**src/rtl/rr_arb_1hot_sel.sv**
```systemverilog
// rr_arb_1hot_sel: round-robin arbiter producing a registered one-hot select
// for a downstream one-hot mux with default (all-zero select = default input).
// A winner keeps its grant while it requests. Dropping the request releases
// the grant and rotates priority to the next index.
// Optional build macro RR_ARB_1HOT_HOLD_LIMIT_EN: pre-empt a holder after
// HOLD_MAX consecutive grant cycles, but only when another requester is waiting.
module rr_arb_1hot_sel #(
  parameter int N        = 8,
  parameter int HOLD_MAX = 4
) (
  input  logic                                clk,
  input  logic                                rst,
  input  logic [N-1:0]                        req,
  output logic [N-1:0]                        gnt,
  output logic                                gnt_vld,
  output logic [((N > 1) ? $clog2(N) : 1)-1:0] gnt_idx
);

  localparam int          IW = (N > 1) ? $clog2(N) : 1;
  localparam int unsigned NU = N;

  // Reject illegal configurations at elaboration time.
  if (N < 2 || N > 32) begin : g_bad_n
    $error("rr_arb_1hot_sel: N must be in 2..32");
  end
  if (HOLD_MAX < 1) begin : g_bad_hold
    $error("rr_arb_1hot_sel: HOLD_MAX must be >= 1");
  end

  typedef enum logic [0:0] {IDLE, GRANT} state_t;

  state_t         state;
  logic [IW-1:0]  ptr;
  logic [IW-1:0]  nxt_h;
  logic [IW-1:0]  start;
  logic [N-1:0]   mreq;
  logic [N-1:0]   onehot;
  logic [IW-1:0]  win;
  logic           found;
  logic           preempt;
  logic           rel;
  int unsigned    pos;

  // Pick the winner: the first set bit of the candidate requests, scanning
  // upward from the start index with wrap-around modulo N.
  always_comb begin
    nxt_h  = (gnt_idx == IW'(N - 1)) ? '0 : gnt_idx + IW'(1);
    start  = (state == IDLE) ? ptr : nxt_h;
    mreq   = (state == IDLE) ? req : (req & ~gnt);
    found  = 1'b0;
    win    = '0;
    pos    = 0;
    for (int unsigned off = 0; off < NU; off++) begin
      pos = 32'(start) + off;
      if (pos >= NU) pos = pos - NU;
      if (!found && mreq[IW'(pos)]) begin
        found = 1'b1;
        win   = IW'(pos);
      end
    end
    onehot      = '0;
    onehot[win] = 1'b1;
  end

`ifdef RR_ARB_1HOT_HOLD_LIMIT_EN
  localparam int HW = (HOLD_MAX > 1) ? $clog2(HOLD_MAX) : 1;

  logic [HW-1:0] hcnt;
  logic          hold_full;

  assign hold_full = (hcnt == HW'(HOLD_MAX - 1));
  // In GRANT, mreq already excludes the holder, so this means "someone else waits".
  assign preempt   = hold_full && (mreq != '0);

  // Count consecutive grant cycles of the current holder, saturating at HOLD_MAX-1.
  always_ff @(posedge clk) begin
    if (rst) begin
      hcnt <= '0;
    end else if (state == IDLE || rel) begin
      hcnt <= '0;
    end else if (!hold_full) begin
      hcnt <= hcnt + HW'(1);
    end
  end
`else
  assign preempt = 1'b0;
`endif

  // A pre-emption is handled exactly like a voluntary release.
  assign rel = (state == GRANT) && (!req[gnt_idx] || preempt);

  // Grant FSM: all outputs are registered; release and re-grant share one edge.
  always_ff @(posedge clk) begin
    if (rst) begin
      state   <= IDLE;
      ptr     <= '0;
      gnt     <= '0;
      gnt_vld <= 1'b0;
      gnt_idx <= '0;
    end else begin
      case (state)
        IDLE: begin
          if (found) begin
            state   <= GRANT;
            gnt     <= onehot;
            gnt_vld <= 1'b1;
            gnt_idx <= win;
          end
        end
        GRANT: begin
          if (rel) begin
            ptr <= nxt_h;
            if (found) begin
              gnt     <= onehot;
              gnt_idx <= win;
            end else begin
              state   <= IDLE;
              gnt     <= '0;
              gnt_vld <= 1'b0;
            end
          end
        end
        default: state <= IDLE;
      endcase
    end
  end

endmodule

```
**config.mk**
```make
export PLATFORM = sky130hd
export DESIGN_NAME = rr_arb_1hot_sel
export DESIGN_NICKNAME = d
export VERILOG_FILES = /design/src/rtl/rr_arb_1hot_sel.sv
export SDC_FILE = /design/constraint.sdc
export NUM_CORES = 1
export LEC_CHECK = 0
export CAP_MARGIN = 10
export CORE_MARGIN = 2
export CORE_UTILIZATION = 30
export CTS_BUF_LIST = sky130_fd_sc_hd__clkbuf_4 sky130_fd_sc_hd__clkbuf_8 sky130_fd_sc_hd__clkbuf_16
export DETAILED_ROUTE_END_ITERATION = 16
export HOLD_SLACK_MARGIN = 0.08
export PLACE_DENSITY = 0.5
export SETUP_SLACK_MARGIN = 0.2
export SYNTH_ARGS = -nofsm -noshare
export SYNTH_HDL_FRONTEND = slang
export SYNTH_SLANG_ARGS = --single-unit
```
**constraint.sdc**
```tcl
create_clock -name clk -period 6.5 [get_ports clk]
set_clock_uncertainty 0.15 [all_clocks]
set_input_delay 1.625 -clock clk [delete_from_list [all_inputs] [get_ports clk]]
set_output_delay 1.625 -clock clk [all_outputs]
set_load 0.005 [all_outputs]
```
==> summary.txt <==
STA
  • Setup-failing EPs final: 0
  • RSZ-0062 raised after global routing: false
  • Worst slew pin tran: 0.963 ns
  • Hold Vio Cnt, Final: 0
  • Smallest hold slack: around 0.32 ns
  • Final Critical Period: between 4 and 5 ns
  • Sum Neg Setup Slack: 0 ns
  • F_max: 203 MHz
  • Pins Over Slew Limit: 0
  • Relative slew slack: 0.357
  • Final worst path period share: 0.756

Logic synthesis
  • Netlist cell types: 64
  • Post-Synth Adder-Cell Area: 0.0254
  • Post-synth EDFFs: 0
  • Post-synth ARST share: 0
  • Synth Area in Compound Gates: 0.247
  • Post-synthesis sequential element count: 16
  • Post-synth top cells: nand2_1, mux2i_1, nor2_1, dfxtp_1, a21oi_1
  • Register area share after synthesis: 0.162
  • Synthesized area: 1970 um2
  • Ranking of synthesized cells by area: dfxtp_1, mux2i_1, mux4_1
  • Combinational family with the most area after synthesis: multiplexers
  • Yosys top cell by area: dfxtp_1
  • Synth Instances: 217
  • Top-area cell type share of the netlist area: 0.162
  • Post-Synth Simple-Gate Area: 0.230
  • Synth Area per Inst: 9.09 um2
  • Top-count cell post-synth: nand2_1
  • Post-Synth XOR/XNOR Area: 0.0127
  • Ys flop type: dfxtp_1
  • Post-synthesis mux area share: 0.287
  • Net Count, Synth: 231
  • Synth warn: 0

Clock tree
  • Max clock buf depth: 2
  • Post-CTS repair timing setup buffer count: 0
  • Clock transition at path regs: 0.06 ns
  • TritonCTS clock tree: built
  • H-tree Lvls: 1
  • Root buffer cell: clkbuf_8
  • Clock buffer count from CTS: 3
  • Cts hold-fix bufs: 0
  • Clk_lat worst skew: 0.25 ns
  • # clock sinks: 16
  • PostCTS Resize Cnt: 0

Critical path
  • CP Launch Type: primary input
  • Crit path max fanout: 8
  • Critical setup path kind: in2reg
  • Worst EP required: 6.49 ns
  • Endpoint class of the critical path: flop
  • Worst path arrival time: 4.90 ns

Layout
  • Layout area overhead: 15.9%
  • Net count, final: 249
  • N_diodes: 0
  • Layout cells sized above 1: 0.180

GRT
  • Grt total ovfl: 0
  • Initial antenna violation count: 0
  • Largest net degree at the start of global routing: 24
  • GR Util met3: 0.0253
  • Vias in the first global route: around 1700
  • First-pass GRT wire length: about 8.9 mm
  • GRT Util Overall: 0.153
  • GR Layer Usage met2: 0.237
  • M1 GR Usage: 0.221
  • Top Usage Layer GRT: met2

Drt
  • Post-detailed-route via-to-cell ratio: 5.82
  • Vias: roughly 1800
  • Initial DRC count: 95
  • Final wirelength: 5.45 mm
  • # DRC: 0
  • Post-route antenna net violation count: 0
  • Drt first pass iters: 6
  • Routed wire length per instance: approximately 18 um

Die
  • Starting Density: 0.311
  • Core area: 6350 um2
  • Die Area: about 7200 um2
  • Die W: 85.1 um
  • Die height: roughly 85 um
  • Site Rows: 29
  • Ports: 22

Run
  • Max cap viols: 0

Status
  • Status: completed

Power
  • Power Density: 523 nW/um2
  • Static Leakage: 0.871 nW
  • Worst IR drop on VDD: 228 uV

Placement
  • RD Place Congestion: 0.815
  • HPWL after DPL: 4.31 mm
  • I/O Buffers: 21

Min path
  • Worst hold path class: reg2reg
layout by cell type, fill, tap and decap left out, types with 2 or more instances in the layout:
cell             count
nand2_1             31
clkdlybuf4s50_1     21
mux2i_1             17
nor2_1              17
dfxtp_1             16
a21oi_1             10
mux2_2               8
a22o_1               8
nor3_1               7
mux4_1               5
a21boi_1             5
inv_1                5
a21boi_0             4
mux4_2               4
nand3_1              4
a31oi_1              4
ha_1                 4
a221o_1              3
nor2b_1              3
clkbuf_8             3
mux2i_4              2
inv_4                2
mux2i_2              2
nand2b_1             2
nor4_4               2
a211o_1              2
a211oi_1             2
o211ai_1             2
o21ai_0              2
o22ai_1              2
worst paths after layout:
kind	from	to	slack (ns)	cells past startpoint
hold / removal	gnt_vld	gnt_vld	0.32	2
setup / recovery	req[7]	gnt[3]	1.58	11
setup reg to reg	state	gnt[3]	2.00	10
hold reg to reg	gnt_vld	gnt_vld	0.32	2
power breakdown:
group | internal (mW) | switching (mW)
Sequential | 0.126 | 0.0372
Clock | 0.0410 | 0.0312
Combinational | 0.414 | 0.546
cells by family (layout without fill, tap and decap cells):
family	Yosys count	in the layout
and+or+nand+nor	80	80
muxes	39	39
xor gates and xnor gates	2	2
buffers and inverters	16	32
adders and majority gates	4	4
DFF	16	16
AOI/OAI and AO/OA	60	60
state kept, by name, summed over array words and instances (netlist names):
register and flops:
state 1, gnt_idx 3, gnt_vld 1, ptr 3, gnt 8
layer usage:
layer	vias to the layer above	part of all wire
met2	58	0.47
met1	870	0.49
li1	871	-
met3	4	0.034
met4	0	0.010
met5	-	0
cell type report:
cell class,count,area (um2)
Fill cell,651,4060
Sequential cell,16,320
Clock buffer,3,41.3
Inverter,7,31.3
Multi-Input combinational cell,185,1580
Timing Repair Buffer,22,218
Tap cell,77,96.3
critical path, stage by stage:
cell,delay [ns]
clkdlybuf4s50_1,0.50
a21boi_1,0.39
mux2i_1,0.15
mux2i_2,0.48
and3b_4,0.30
nor4_4,0.38
o211ai_2,0.15
a221oi_1,0.30
o2bb2ai_1,0.18
nor3b_2,0.22
a22o_1,0.22
stage by stage:
| step | setup slack, ns | instances | area [um2] | total power, mW | util |
|---|---|---|---|---|---|
| after floorplan | 2.36 | 217 | 1970 | 0.881 | - |
| after global placement | 1.33 | 307 | 2250 | 1.12 | 0.354 |
| after detailed placement | 1.31 | 307 | 2250 | 1.11 | 0.354 |
| after CTS | 1.58 | 310 | 2290 | 1.19 | 0.360 |
| after global routing | 1.31 | 310 | 2290 | 1.29 | 0.360 |
| final | 1.58 | 310 | 2290 | 1.20 | 0.360 |
No activity file was read; power rests on OpenSTA's default activity.
